File: src/rtl/mem_read_tracker.sv
// mem_read_tracker
//   Sits between pattern_decoder's memory request port and the memory system.
//   Forwards tagged reads to memory, caps the number of outstanding reads,
//   keeps the tags of issued reads in an in-order FIFO, and reattaches the
//   oldest tag to each in-order memory response before pushing it to the
//   decoder. A level flush stops new issue and drains outstanding reads.
//
//   Optional feature macro: MEM_READ_TRACKER_STATS_EN
//     Defined   : adds stat_reqs / stat_stall_cycles counter ports.
//     Undefined : those ports and counters do not exist.
//
//   Handshake semantics (all interfaces):
//     Issue side: req is the valid, ~req_stall is the ready. A read transfers
//       in any cycle where req=1 and req_stall=0. req_stall never looks at req,
//       so the decoder may gate req with it without a combinational loop.
//     Memory request side: mem_req is the valid, ~mem_stall is the ready.
//       mem_stall is folded into req_stall, so mem_req only rises in cycles
//       the memory accepts it.
//     Memory response side: mem_rsp is a valid with no ready; responses are
//       always consumed and arrive in issue order.
//     Decoder push side: push is a one-cycle valid with no ready.
//   dbg_state exposes the flush FSM state (0=RUN, 1=DRAIN, 2=DONE).

module mem_read_tracker #(
  parameter int ADDR_WIDTH   = 48,
  parameter int DATA_WIDTH   = 64,
  parameter int TAG_COUNT    = 4,
  parameter int TAG_WIDTH    = $clog2(TAG_COUNT),
  parameter int MAX_INFLIGHT = 16
) (
  input  logic                  clk,
  input  logic                  rst,
  input  logic                  req,
  input  logic [TAG_WIDTH-1:0]  req_tag,
  input  logic [ADDR_WIDTH-1:0] req_addr,
  output logic                  req_stall,
  output logic                  mem_req,
  output logic [ADDR_WIDTH-1:0] mem_addr,
  input  logic                  mem_stall,
  input  logic                  mem_rsp,
  input  logic [DATA_WIDTH-1:0] mem_rsp_data,
  output logic                  push,
  output logic [TAG_WIDTH-1:0]  push_tag,
  output logic [DATA_WIDTH-1:0] data,
  input  logic                  flush,
  output logic                  flush_done,
  output logic                  rsp_err,
  output logic [1:0]            dbg_state
`ifdef MEM_READ_TRACKER_STATS_EN
  ,
  output logic [31:0]           stat_reqs,
  output logic [31:0]           stat_stall_cycles
`endif
);

  // Pointer width indexes the tag FIFO; the count needs one extra bit so that
  // a completely full FIFO (MAX_INFLIGHT entries) is representable.
  localparam int PTR_W = $clog2(MAX_INFLIGHT);
  localparam int CNT_W = PTR_W + 1;
  localparam logic [CNT_W-1:0] FULL_CNT = CNT_W'(MAX_INFLIGHT);

  typedef enum logic [1:0] {
    ST_RUN   = 2'd0,
    ST_DRAIN = 2'd1,
    ST_DONE  = 2'd2
  } state_t;

  state_t               state;

  // Tag FIFO storage and bookkeeping. The occupancy count doubles as the
  // number of reads outstanding at the memory.
  logic [TAG_WIDTH-1:0] tag_mem [MAX_INFLIGHT];
  logic [PTR_W-1:0]     wr_ptr;
  logic [PTR_W-1:0]     rd_ptr;
  logic [CNT_W-1:0]     inflight;

  logic                 fifo_full;
  logic                 fifo_empty;
  logic                 tag_wr;
  logic                 tag_pop;

  assign fifo_full  = (inflight == FULL_CNT);
  assign fifo_empty = (inflight == '0);

  // Back-pressure is built only from registered state and mem_stall. A
  // response in the same cycle as a full FIFO does not lower the stall; the
  // freed slot becomes visible once the count register has updated.
  assign req_stall = mem_stall | fifo_full | (state != ST_RUN);

  // Zero-latency issue path: the address passes straight through and the
  // request is only qualified by the stall.
  assign mem_req  = req & ~req_stall;
  assign mem_addr = req_addr;

  // A tag is written whenever a read is issued. A pop needs a tag that was
  // already stored at the start of the cycle, so an empty FIFO never pops
  // the tag being written in that same cycle.
  assign tag_wr  = mem_req;
  assign tag_pop = mem_rsp & ~fifo_empty;

  assign dbg_state = state;

  // Tag storage: written at the write pointer on each issued read. Contents
  // need no reset because the count gates every read of them.
  always_ff @(posedge clk) begin
    if (tag_wr) begin
      tag_mem[wr_ptr] <= req_tag;
    end
  end

  // FIFO pointers and occupancy; a simultaneous write and pop leaves the
  // count unchanged. Pointers wrap naturally because depth is a power of 2.
  always_ff @(posedge clk) begin
    if (!rst) begin
      wr_ptr   <= '0;
      rd_ptr   <= '0;
      inflight <= '0;
    end else begin
      if (tag_wr) begin
        wr_ptr <= wr_ptr + 1'b1;
      end
      if (tag_pop) begin
        rd_ptr <= rd_ptr + 1'b1;
      end
      case ({tag_wr, tag_pop})
        2'b10:   inflight <= inflight + 1'b1;
        2'b01:   inflight <= inflight - 1'b1;
        default: inflight <= inflight;
      endcase
    end
  end

  // Response path: one cycle after a matched response, push the data with
  // the oldest tag. data/push_tag hold their value between pushes. A response
  // with nothing outstanding is dropped and flagged in the sticky rsp_err.
  always_ff @(posedge clk) begin
    if (!rst) begin
      push     <= 1'b0;
      push_tag <= '0;
      data     <= '0;
      rsp_err  <= 1'b0;
    end else begin
      push <= tag_pop;
      if (tag_pop) begin
        push_tag <= tag_mem[rd_ptr];
        data     <= mem_rsp_data;
      end
      if (mem_rsp && fifo_empty) begin
        rsp_err <= 1'b1;
      end
    end
  end

  // Flush FSM: RUN stops issuing on flush, DRAIN waits for every outstanding
  // read to return (and no stray response this cycle), DONE holds until the
  // flush request drops. flush_done is registered alongside the state.
  always_ff @(posedge clk) begin
    if (!rst) begin
      state      <= ST_RUN;
      flush_done <= 1'b0;
    end else begin
      case (state)
        ST_RUN: begin
          if (flush) begin
            state <= ST_DRAIN;
          end
          flush_done <= 1'b0;
        end
        ST_DRAIN: begin
          if (fifo_empty && !mem_rsp) begin
            state      <= ST_DONE;
            flush_done <= 1'b1;
          end else begin
            flush_done <= 1'b0;
          end
        end
        ST_DONE: begin
          if (!flush) begin
            state      <= ST_RUN;
            flush_done <= 1'b0;
          end else begin
            flush_done <= 1'b1;
          end
        end
        default: begin
          state      <= ST_RUN;
          flush_done <= 1'b0;
        end
      endcase
    end
  end

`ifdef MEM_READ_TRACKER_STATS_EN
  // Statistics: issued reads, and cycles where the decoder is held off while
  // the tracker is running. Free-running 32-bit wrap, cleared only by reset.
  always_ff @(posedge clk) begin
    if (!rst) begin
      stat_reqs         <= '0;
      stat_stall_cycles <= '0;
    end else begin
      if (mem_req) begin
        stat_reqs <= stat_reqs + 32'd1;
      end
      if (req_stall && (state == ST_RUN)) begin
        stat_stall_cycles <= stat_stall_cycles + 32'd1;
      end
    end
  end
`endif

endmodule
File: config.mk
export PLATFORM = sky130hd
export DESIGN_NAME = mem_read_tracker
export DESIGN_NICKNAME = d
export VERILOG_FILES = /design/src/rtl/mem_read_tracker.sv
export SDC_FILE = /design/constraint.sdc
export NUM_CORES = 1
export LEC_CHECK = 0
export ABC_AREA = 1
export CORE_MARGIN = 3
export CORE_UTILIZATION = 43
export CTS_BUF_LIST = sky130_fd_sc_hd__clkbuf_8
export DETAILED_ROUTE_END_ITERATION = 16
export GPL_ROUTABILITY_DRIVEN = 0
export PLACE_DENSITY_LB_ADDON = 0.1
export RECOVER_POWER = 25
export SYNTH_ARGS = -nofsm -noshare
export SYNTH_HDL_FRONTEND = slang
export SYNTH_SLANG_ARGS = --single-unit
File: constraint.sdc
create_clock -name clk -period 3 [get_ports clk]
set_input_delay 0.45 -clock clk [delete_from_list [all_inputs] [get_ports clk]]
set_output_delay 0.45 -clock clk [all_outputs]
set_load 0.01 [all_outputs]
==> qor.csv, run 1 <==
stage;metric;value;unit
setup_path;start_kind;flop;
clock_network;cts_buffers;17;
timing;skew;0.00755;ns
drt;wl_per_cell;14.5;um
power;leakage;2.73;nW
clock_network;clock_sinks;116;
clock_network;cts_buffer_depth;2;
synth;synth_warnings;0;
synth;yosysSeqAreaShare;51.3;%
flow_run;maxCapViolCount;0;
timing;drv_slew;0;
global_routing;grt_pass1_vias;4148;
worst_hold_path;min_to;data[5];
timing;period_share;82.2;%
timing;worst_slew_pin_slew;0.732;ns
setup_path;critPathBufInv;4;
drt;drt-vias-per-instance;4.85;
finish;drive_above_1_share;4.93;%
floorplan;dieArea;13300;um^2
power;p_per_area;947;nW/um^2
drt;drc;0;
finish;final_cell_mix;nor2_1 (144), clkdlybuf4s50_1 (141), dfxtp_1 (84), nand2_1 (79), o21ai_0 (63);
setup_path;crit_top_cell;inv_1;
drt;ant_nets;0;
floorplan;initial_core_util;44.5;%
setup_path;r2r_start;dbg_state[0];
global_routing;grt_pass1_wl;20.0;mm
drt;drt-pass1-iter-count;4;
floorplan;core_area;11600;um^2
timing;slew_headroom;51.2;%
setup_path;rrSetupSlack;0.77;ns
synth;synth_cell_type_count;27;
floorplan;ioPinCount;241;
finish;final_common_cell;nor2_1;
synth;avgSynthCellArea;8.21;um^2
power;irDropWorstVdd;511;uV
setup_path;ff2ff_path_depth;16;
timing;timing_hold_violations_final;0;
floorplan;rows;39;
setup_path;critPathLaunch;dbg_state[0];
synth;synth_area_leaders;dfxtp_1 (33%), edfxtp_1 (19%), nor2_1 (11%);
setup_path;worstPathMaxFanout;4;
timing;grt_setup_unrepaired;no;
drt;drt-total-wl;12.7;mm
setup_path;slowest_delay;0.54;ns
clock_network;clk_pin_slew;0.06;ns
global_routing;globalRouteTotalUtil;19.4;%
synth;syn-num-nets;760;
setup_path;critPathTopFamily;buffers and inverters;
synth;yosysTopAreaCellShare;32.7;%
synth;synth_area;5150;um^2
clock_network;cts_max_level;4;
finish;diodes;0;
synth;synth_top_cell_by_area;dfxtp_1;
clock_network;cts_root_buffer;clkbuf_8;
worst_hold_path;min_path_cells;2;
floorplan;die_y;115;um
power;power.total;6.36;mW
finish;syn_to_final_growth;30.5;%
clock_network;cts_resized;0;
drt;drtIter0Drc;191;
setup_path;critPathKind;reg -> out;
worst_hold_path;holdCritPathClass;reg -> reg;
worst_hold_path;min_from;data[5];
setup_path;arrival;2.02;ns
outcome;status;completed;
finish;fin_nets;850;
placed_design;port_buffers;144;
synth;ys_seq_elements;116;
setup_path;worstSetupEndpointType;primary output;
timing;layout_min_cycle_time;2.47;ns
setup_path;required;2.55;ns
global_routing;grt_max_degree;73;
setup_path;r2r_end;inflight[4];
drt;vias;4231;
global_routing;grt-ovfl-total;0;
clock_network;hold_buffers;0;
setup_path;slowest_stage;clkdlybuf4s50_1;
placed_design;dpl.hpwl;8.92;mm
clock_network;cts_tree;built;
clock_network;worstSkewPairLatency;0.42;ns
global_routing;antenna_found_initial;0;
timing;fmax;0.406;GHz
timing;setup_viol;0;
floorplan;die_x;115;um
synth;syn_inst;627;
setup_path;path_cells;inv_1 > ha_1 > inv_1 > nor2_1 > nand3_1 > inv_1 > clkdlybuf4s50_1;
timing;setup_tns;0;ns
clock_network;post_cts_buffers;0;
metal layers:
layer	wire length, um	GRT usage [%]	vias up
met5	0	0	-
li1	-	-	2143
met3	991	8.05	47
met2	6200	31.6	135
met1	4840	20.5	1906
met4	637	12.8	0
Yosys cell counts (all sizes together):
cell,n
nand3b,1
nor2,145
nor3b,1
edfxtp,32
nand4,2
ha,13
a21oi,15
nand2,80
clkbuf,8
xnor2,1
xor2,4
o21ai,74
inv,49
a21boi,1
dfxtp,84
buf,69
nor3,15
clkinv,1
nand3,31
o21bai,1
worst reg2reg max path, delay by kind of cell (launching register included):
family / cells / cell delay (ns)
AOI/OAI and AO/OA: 1 / 0.11
xor gates and xnor gates: 1 / 0.21
DFF: 1 / 0.39
adders and majority gates: 3 / 0.63
and+or+nand+nor: 8 / 0.60
buffers and inverters: 3 / 0.22
worst max-delay path by stage:
| stage | slack (ns) | end | depth (start not counted) |
|---|---|---|---|
| after floorplan | 0.78 | inflight[4] | 16 |
| after global placement | 0.64 | inflight[4] | 14 |
| after detailed placement | 0.56 | inflight[4] | 14 |
| after CTS | 0.49 | mem_req | 7 |
| after global routing | 0.35 | mem_req | 7 |
| final | 0.53 | mem_req | 7 |
registers in the layout, indices dropped and copies added, names as in the netlist:
register and cells:
data 64, tag_mem 32, inflight 5, rd_ptr 4, wr_ptr 4, dbg_state 2, push_tag 2, flush_done 1
push 1, rsp_err 1
stage by stage:
| stage | hold WS, ns | instance area (um^2) | setup WS, ns | util, % | cells |
|---|---|---|---|---|---|
| 6_report | 0.479 | 6710 | 0.535 | 58.1 | 873 |
| 5_1_grt | 0.503 | 6710 | 0.346 | 58.1 | 873 |
| 4_1_cts | 0.488 | 6710 | 0.492 | 58.1 | 873 |
| 3_5_place_dp | 0.472 | 6270 | 0.562 | 54.3 | 841 |
| 3_3_place_gp | 0.456 | 6270 | 0.639 | 54.3 | 841 |
| 2_1_floorplan | 0.474 | 5150 | 0.776 | - | 627 |
area by class of cell:
class                      instances  area, um^2
clock buffer                      18         248
clock inverter                    14         191
fill                            1029        4850
inverter                          50         188
multi-input combinational        384        1800
sequential                       116        2640
tap                              143         179
timing repair buffer             148        1470
kinds of logic (layout without fill, tap and decap cells):
logic type	after synthesis	after routing	share of synthesized area, %
buf+inv	127	230	13.7
flops	116	116	51.3
xor+xnor	5	5	0.851
fa+ha+maj	13	13	3.16
simple gates	275	275	22.0
compound gates	91	91	8.95
report_power, final:
group          total, mW  leakage, nW  switching, mW  internal [mW]
Sequential          2.31        0.982          0.285           2.03
Combinational       2.44         1.52           1.29           1.15
Clock               1.60        0.229          0.611          0.992
Total               6.36         2.73           2.19           4.17
Power figures use the tool's default switching activity.
==> inputs of run 2 (changes only) <==
==> constraint.sdc (replaced) <==
create_clock -name clk -period 2.4 [get_ports clk]
set_input_delay 0.36 -clock clk [delete_from_list [all_inputs] [get_ports clk]]
set_output_delay 0.36 -clock clk [all_outputs]
set_load 0.01 [all_outputs]
==> qor.csv, run 2 (synthesized netlist as in run 1, its figures left out) <==
stage;metric;value;unit;change
outcome;status;completed;;
drt;route.met3.wl;982;um;-0.91%
setup_path;slowest_delay;0.34;ns;-0.20 ns
floorplan;ioPinCount;241;;unchanged
timing;drv_slew;0;;unchanged
placed_design;dpl.hpwl;8.98;mm;+0.67%
setup_path;worstSetupEndpointType;primary output;;
timing;setup_tns;0;ns;unchanged
placed_design;port_buffers;144;;unchanged
placed_design;placed_cells_incl_taps;843;;+0.24%
drt;vias;4231;;unchanged
clock_network;clock_sinks;116;;unchanged
drt;drt-pass1-iter-count;4;;unchanged
setup_path;critPathKind;reg -> out;;
finish;final_cell_mix;nor2_1 (143), clkdlybuf4s50_1 (140), dfxtp_1 (84), nand2_1 (79), o21ai_0 (63);;
clock_network;cts_root_buffer;clkbuf_8;;
drt;drt-total-wl;12.7;mm;+0.17%
timing;skew;0.00977;ns;+0.00222 ns
finish;fin_nets;853;;+0.35%
worst_hold_path;holdCritPathClass;in -> reg;;
finish;top_register;data;;
placed_design;dp_slack;0.0309;ns;-0.531 ns
setup_path;crit_top_cell;inv_1;;
setup_path;path_cells;inv_1 > ha_1 > inv_1 > nor2_2 > nand3_2 > buf_6 > inv_1 > dlygate4sd2_1;;
power;p_per_area;1130;nW/um^2;+19%
timing;setup_ws;0.144;ns;-0.390 ns
timing;layout_min_cycle_time;2.26;ns;
setup_path;critPathBufInv;5;;+1
flow_run;maxCapViolCount;0;;unchanged
power;leakage;2.70;nW;-1.4%
drt;wl_met1;4.92;mm;+1.5%
global_routing;grt-ovfl-total;0;;unchanged
timing;worst_slew_pin_slew;0.736;ns;+0.00396 ns
clock_network;cts_buffers;17;;unchanged
clock_network;clk_pin_slew;0.07;ns;about the same
drt;ant_nets;0;;unchanged
setup_path;worstPathMaxFanout;11;;+7
drt;wl_met2;6.18;mm;-0.45%
setup_path;required;2.04;ns;-0.51 ns
clock_network;post_cts_buffers;0;;unchanged
global_routing;grt_max_degree;73;;unchanged
drt;drt-vias-per-instance;4.83;;-0.34%
finish;diodes;0;;unchanged
setup_path;arrival;1.90;ns;-0.12 ns
global_routing;grt_pass1_vias;4038;;-2.7%
timing;slew_headroom;50.9;%;-0.26 points
timing;grt_setup_unrepaired;no;;
timing;period_share;94.0;%;
timing;fmax;0.443;GHz;
finish;reg.largest.list;data: 64 flops, tag_mem: 32 flops, inflight: 5 flops;;
drt;wl_per_cell;14.5;um;-0.18%
drt;drc;0;;unchanged
power;irDropWorstVdd;637;uV;+25%
finish;largest_reg_flops;64;;unchanged
clock_network;cts_tree;built;;
floorplan;rows;39;;unchanged
floorplan;initial_core_util;44.5;%;unchanged
setup_path;critPathTopFamily;buffers and inverters;;
clock_network;cts_buffer_depth;2;;unchanged
timing;timing_hold_violations_final;0;;unchanged
global_routing;grt_pass1_wl;19.8;mm;-1.0%
floorplan;die_x;115;um;unchanged
setup_path;start_kind;flop;;
floorplan;core_area;11600;um^2;unchanged
power;power.total;7.48;mW;+18%
floorplan;dieArea;13300;um^2;unchanged
global_routing;antenna_found_initial;0;;unchanged
finish;drive_above_1_share;5.73;%;+0.80 points
floorplan;die_y;115;um;unchanged
finish;syn_to_final_growth;29.2;%;
timing;setup_viol;0;;unchanged
drt;drtIter0Drc;219;;+15%
clock_network;hold_buffers;0;;unchanged
finish;final_common_cell;nor2_1;;
drt;routed.top_layer;met4;;
finish;final_cells;876;;+0.34%
setup_path;slowest_stage;dfxtp_1;;
clock_network;cts_max_level;4;;unchanged
global_routing;globalRouteTotalUtil;19.2;%;-0.13 points
clock_network;worstSkewPairLatency;0.43;ns;about the same
==> run 2: final cells by class <==
cell class	count	area (um^2)
tap	143	179
multi-input combinational	384	1810
clock inverter	15	103
clock buffer	17	234
timing repair buffer	151	1490
sequential	116	2640
fill	1037	4920
inverter	50	188
==> run 2: worst paths after layout <==
kind / start / end / cells past startpoint / slack, ns
max reg2reg: dbg_state[0] / inflight[3] / 15 / 0.22
min reg2reg: data[29] / data[29] / 2 / 0.48
max: dbg_state[0] / mem_req / 8 / 0.14
min: rst / flush_done / 3 / 0.41
==> run 2: metrics by stage <==
step / area, um^2 / utilization, % / hold slack [ns]
after global routing: 6650 / 57.5 / 0.420
after detailed placement: 6290 / 54.4 / 0.469
final: 6650 / 57.5 / 0.408
after CTS: 6630 / 57.3 / 0.377
after global placement: 6290 / 54.4 / 0.460
after floorplan: 5150 / - / 0.459
==> run 2: layer usage <==
metal / global-route usage, % / vias to the layer above
met5: 0 / -
met4: 11.3 / 0
met3: 8.26 / 49
li1: - / 2145
met1: 20.4 / 1892
met2: 31.9 / 145
==> run 2: worst register-to-register path, delay by kind of cell, from the launching register on <==
kind	cells	cell delay (ns)
and+or+nand+nor	7	0.66
adders and majority gates	2	0.38
buffers and inverters	5	0.43
DFF	1	0.34
AOI/OAI and AO/OA	1	0.29
==> run 2: report_power, final <==
| group | internal (mW) | switching (mW) | leakage [nW] |
|---|---|---|---|
| clock | 0.783 | 0.746 | 0.173 |
| combinational | 1.45 | 1.65 | 1.54 |
| sequential | 2.53 | 0.313 | 0.982 |
| total | 4.77 | 2.71 | 2.70 |
==> run 2: what timing repair did <==
item / CTS / global route
endpoints found under the setup margin: 1 / 3
cloned: 0 / 1
resized for setup: 2 / 5
endpoints found under the hold margin: 0 / 0
==> inputs of run 3 (changes only) <==
--- a/config.mk
+++ b/config.mk
@@ -6,9 +6,12 @@
 export NUM_CORES = 1
 export LEC_CHECK = 0
 export ABC_AREA = 1
+export CELL_PAD_IN_SITES_DETAIL_PLACEMENT = 2
+export CELL_PAD_IN_SITES_GLOBAL_PLACEMENT = 2
 export CORE_MARGIN = 3
-export CORE_UTILIZATION = 43
+export CORE_UTILIZATION = 23
 export CTS_BUF_LIST = sky130_fd_sc_hd__clkbuf_8
+export CTS_CLUSTER_DIAMETER = 150
 export DETAILED_ROUTE_END_ITERATION = 16
 export GPL_ROUTABILITY_DRIVEN = 0
 export PLACE_DENSITY_LB_ADDON = 0.1
==> qor.csv, run 3 (synthesized netlist as in run 1, its figures left out) <==
stage;metric;value;unit;change
finish;largest_reg_flops;64;;unchanged
floorplan;core_area;21900;um^2;+89%
setup_path;critPathTopFamily;buffers and inverters;;
setup_path;path_cells;inv_1 > ha_1 > inv_1 > nor2_4 > nand3_4 > buf_8 > inv_1 > clkdlybuf4s15_2;;
floorplan;rows;54;;+38%
power;leakage;2.75;nW;+2.0%
timing;period_share;93.4;%;-0.58 points
clock_network;clk_pin_slew;0.08;ns;about the same
clock_network;cts_tree;built;;
power;irDropWorstVdd;431;uV;-32%
worst_hold_path;min_path_cells;2;;-1
setup_path;rrSetupSlack;0.21;ns;about the same
finish;top_register;data;;
timing;setup_tns;0;ns;unchanged
timing;setup_viol;0;;unchanged
floorplan;die_x;156;um;+35%
global_routing;grt_pass1_wl;26.1;mm;+32%
outcome;status;completed;;
timing;fmax;0.446;GHz;+0.62%
drt;drtIter0Drc;134;;-39%
power;p_per_area;1170;nW/um^2;+3.8%
drt;wl_per_cell;16.2;um;+12%
placed_design;dpl.hpwl;11.8;mm;+31%
finish;final_common_cell;nor2_1;;
floorplan;die_y;156;um;+35%
floorplan;initial_core_util;23.5;%;-21 points
finish;final_core_util;31.8;%;-26 points
placed_design;port_buffers;144;;unchanged
setup_path;worstSetupEndpointType;primary output;;
setup_path;arrival;1.88;ns;-0.02 ns
drt;drt-total-wl;16.5;mm;+30%
global_routing;globalRouteTotalUtil;13.7;%;-5.5 points
clock_network;clock_sinks;116;;unchanged
worst_hold_path;holdCritPathClass;reg -> reg;;
setup_path;path_depth;8;;unchanged
drt;vias;4392;;+3.8%
global_routing;grt_max_degree;73;;unchanged
global_routing;grt_pass1_vias;4786;;+19%
floorplan;dieArea;24200;um^2;+82%
clock_network;cts_max_level;4;;unchanged
setup_path;ff2ff_path_depth;15;;unchanged
drt;ant_nets;0;;unchanged
clock_network;worstSkewPairLatency;0.43;ns;about the same
finish;diodes;0;;unchanged
floorplan;ioPinCount;241;;unchanged
setup_path;critPathKind;reg -> out;;
global_routing;antenna_found_initial;1;;+1
timing;worst_slew_pin_slew;0.720;ns;-0.0165 ns
setup_path;slowest_stage;dfxtp_2;;
timing;slew_headroom;52.0;%;+1.1 points
timing;fin_hold_ws;0.483;ns;+0.0744 ns
placed_design;dp_slack;-0.0961;ns;-0.127 ns
drt;drt-vias-per-instance;4.33;;-10%
setup_path;critPathBufInv;5;;unchanged
setup_path;required;2.04;ns;about the same
drt;drc;0;;unchanged
finish;reg.largest.list;data: 64 flops, tag_mem: 32 flops, inflight: 5 flops;;
finish;drive_above_1_share;7.08;%;+1.4 points
clock_network;hold_buffers;0;;unchanged
timing;drv_slew;0;;unchanged
setup_path;worstPathMaxFanout;22;;+11
global_routing;grt-ovfl-total;0;;unchanged
timing;grt_setup_unrepaired;no;;
setup_path;slowest_delay;0.34;ns;about the same
setup_path;start_kind;flop;;
timing;setup_ws;0.158;ns;+0.0140 ns
flow_run;maxCapViolCount;0;;unchanged
finish;fin_nets;854;;+0.12%
drt;drt-pass1-iter-count;4;;unchanged
finish;final_cell_mix;nor2_1 (143), clkdlybuf4s50_1 (140), dfxtp_1 (82), nand2_1 (79), o21ai_0 (62);;
clock_network;cts_buffers;17;;unchanged
setup_path;crit_top_cell;inv_1;;
timing;skew;0.0194;ns;+0.00967 ns
clock_network;cts_buffer_depth;2;;unchanged
timing;layout_min_cycle_time;2.24;ns;-0.0140 ns
timing;timing_hold_violations_final;0;;unchanged
finish;syn_to_final_growth;35.2;%;
clock_network;cts_root_buffer;clkbuf_8;;
[run 3: cell count changes in the layout (fill, tap and decap cells not counted), moves of 3 or more]
cell        change
clkinv_1        -3
inv_1           -3
clkinvlp_4      -3
inv_6           +3
clkinv_4        +4
[run 3: through the flow]
step / cells / area [um^2] / power [mW]
after floorplan: 627 / 5150 / 4.71
after global placement: 982 / 6490 / 6.13
after detailed placement: 982 / 6490 / 6.27
after CTS: 1014 / 6930 / 8.32
after global routing: 1014 / 6960 / 8.83
final: 1014 / 6960 / 8.12
[run 3: power breakdown]
part           switching [mW]  internal, mW
clock network           0.882          1.07
logic                    1.83          1.49
registers               0.322          2.53
[run 3: final cells by class]
class,instances,area [um^2]
clock buffer,18,248
clock inverter,14,175
fill,2498,14900
inverter,50,188
multi-input combinational,384,1830
sequential,116,2650
tap,280,350
timing repair buffer,152,1520
[run 3: per-layer routing]
layer | wire, um | up-vias | GRT usage [%] | share of wire [%]
met3 | 1120 | 34 | 5.05 | 6.8
li1 | - | 2147 | - | -
met5 | 13 | - | 0 | 0.079
met4 | 346 | 2 | 5.25 | 2.1
met1 | 6680 | 2110 | 15.5 | 41
met2 | 8290 | 99 | 23.7 | 50
[run 3: worst paths after layout]
path | end | from
worst min-delay path | data[33] | data[33]
worst max register to register | inflight[4] | dbg_state[0]
worst max-delay path | mem_req | dbg_state[0]
worst min register to register | data[33] | data[33]
[run 3: timing repair]
item | 4_1_cts | 5_1_grt
gates resized for setup | 8 | 6
pin swaps | 0 | 1
buffers inserted | 0 | 0
gates cloned | 0 | 0
endpoints found under the setup margin | 3 | 4
[run 3: tightest hold or removal path: cells and delay by family, from the launching register on]
family	cells	cell delay, ns
flip-flops	1	0.33
AND/OR/NAND/NOR	2	0.13
==> patch, RTL diff (flow settings as in run 1) <==
Set the parameter `MAX_INFLIGHT` to 8 (it was 16).
--- a/src/rtl/mem_read_tracker.sv
+++ b/src/rtl/mem_read_tracker.sv
@@ -26,7 +26,7 @@
   parameter int DATA_WIDTH   = 64,
   parameter int TAG_COUNT    = 4,
   parameter int TAG_WIDTH    = $clog2(TAG_COUNT),
-  parameter int MAX_INFLIGHT = 16
+  parameter int MAX_INFLIGHT = 8
 ) (
   input  logic                  clk,
   input  logic                  rst,
Formal check against the unedited RTL: not equivalent (Yosys sat finds a counterexample within 10 cycles, from zero or initial values and one cycle with rst low).
==> patch against run 1 <==
  * Power down 26%
  * Worst setup slack better by 130 ps
  * Core utilization up 0.65 points
  * Non-clock buffer count down 1
  * Wire length down 16%
  * Highest routed layer unchanged
  * Final area down 19%
  * Sequential cell count down 19
  * Area after synthesis down 20%
==> patch: results (changes against run 1) <==
outcome completed; YS warnings 0 (unchanged); Root Buffer clkbuf_8; pin count of the biggest net entering global routing 71 (-2.7%); ys flop type dfxtp_1; Leak Pwr 0.00216 uW (-21%); crit-path max FO 6 (+2); Critical Path Max Stage Delay 540 ps (about the same); H-tree lvl count 3 (-1); first drt pass iteration count 4 (unchanged); Min-Delay Path Class flip-flop to flip-flop; wire per inst 14.7 um (+1.2%); first-pass GRT wire length 17.0 mm (-15%); Worst EP arrival 1880 ps (-140 ps); Top Registers data: 64 flops, tag_mem: 16 flops, inflight: 4 flops; FFs w/ async S/R, synth 0% (unchanged); clock-pin slew on the worst setup and hold paths 90 ps (+30 ps); Max IR drop VDD 680 uV (+33%); # diodes 0 (unchanged); port buffer count 144 (unchanged); synth unique cells 31 (+15%); Final HPWL DP 7.75 mm (-13%); initial antenna violation count 0 (unchanged); synthesized net count 634 (-17%); Final #Nets 721 (-15%); clock latency on the worst-skew pair 360 ps (-60 ps); Least-Margin Pin Slew 867 ps (+135 ps); max-slew violation count 0 (unchanged); delay-heaviest family, CP buffers and inverters; Max Root-Sink Buffers 2 (unchanged); register area share after synthesis 50.8% (-0.52 points); Post-synth EDFFs 16 (-50%); total CTS buffers 9 (-8); CP max-delay cell clkdlybuf4s50_1; # resized after CTS 0 (unchanged); FILL cells 889 (-14%); Area contributors post-synth dfxtp_1 39%, nor2_1 14%, edfxtp_1 12%, o21ai_0 9.2%, buf_4 8.9%; skew final 13.4 ps (+5.84 ps); gr usage total 19.3% (-0.057 points); number of global-route vias before repair 3,334 (-20%); Via density 4.70 (-2.9%); Commonest cells post-synth 149 x nor2_1, 81 x dfxtp_1, 76 x o21ai_0; share of layout cells above drive strength 1 4.52% (-0.41 points); post-CTS setup repair buffer count 0 (unchanged); drt initial violations 99 (-48%); DP Area 0.00528 mm^2 (-16%)
patch: changes by cell type after synthesis, sizes merged, moves of 3 or more:
| cell | before | now |
|---|---|---|
| nand2 | 80 | 31 |
| inv | 49 | 27 |
| nand3 | 31 | 12 |
| edfxtp | 32 | 16 |
| nor3 | 15 | 2 |
| nor2 | 145 | 150 |
| buf | 69 | 65 |
| ha | 13 | 9 |
| o211ai | 0 | 4 |
| o21ai | 74 | 78 |
| dfxtp | 84 | 81 |
| xor2 | 4 | 1 |
patch: final timing paths:
path / start / endpoint / slack [ps] / depth (start not counted)
worst min-delay path: data[11]$_SDFFE_PN0P_ / data[11]$_SDFFE_PN0P_ / 490 / 2
worst max-delay path: dbg_state[1]$_SDFFE_PN0P_ / mem_req / 670 / 5
worst max register to register: dbg_state[1]$_SDFFE_PN0P_ / inflight[2]$_SDFFE_PN0P_ / 950 / 12
worst min register to register: data[11]$_SDFFE_PN0P_ / data[11]$_SDFFE_PN0P_ / 490 / 2
patch: cell type report:
| class | count | area, um^2 | area share [%] |
|---|---|---|---|
| multi-input combinational | 308 | 1450 | 26.6 |
| sequential | 97 | 2100 | 38.6 |
| timing repair buffer | 147 | 1460 | 26.8 |
| tap | 129 | 161 | 2.96 |
| inverter | 29 | 110 | 2.02 |
| clock buffer | 9 | 124 | 2.27 |
| clock inverter | 7 | 46.3 | 0.849 |
patch: logic make-up (layout without fill, tap and decap cells):
group / count (synthesis) / after routing / share of synthesized area, %
flops: 97 / 97 / 50.8
compound gates: 96 / 96 / 11.9
fa+ha+maj: 9 / 9 / 2.72
simple gates: 200 / 200 / 19.7
buf+inv: 100 / 192 / 14.2
xor+xnor: 3 / 3 / 0.636
patch: where the power goes:
part | total (uW) | internal [uW] | switching (uW)
logic | 2040 | 1000 | 1030
registers | 1910 | 1690 | 218
clock network | 762 | 302 | 460
patch: per-layer routing:
| metal | vias up | part of all wire (%) | track usage, % | routed length, um |
|---|---|---|---|---|
| li1 | 1742 | - | - | - |
| met4 | 0 | 2.5 | 7.98 | 269 |
| met1 | 1510 | 38 | 19.8 | 4050 |
| met3 | 36 | 8.9 | 6.89 | 953 |
| met2 | 127 | 51 | 35.4 | 5390 |
| met5 | - | 0 | 0 | 0 |
patch: through the flow:
stage	power, uW	setup WS [ps]	hold WS [ps]	cells	utilization, %
CTS	4780	627	492	726	58.7
finish	4710	667	486	726	58.7
detailed placement	4000	711	472	710	56.9
floorplan	3090	1100	469	505	-
global route	5080	507	509	726	58.7
global placement	3960	748	461	710	56.9
patch: worst register-to-register path: stages (launching register included):
cell and delay (ps):
dfxtp_1 340, inv_1 120, ha_1 250, nand4_4 160
ha_1 270, nand2_1 70, inv_1 50, nor2_1 140
ha_1 170, a21oi_1 50, xnor2_1 130, o21ai_0 140
inv_1 50
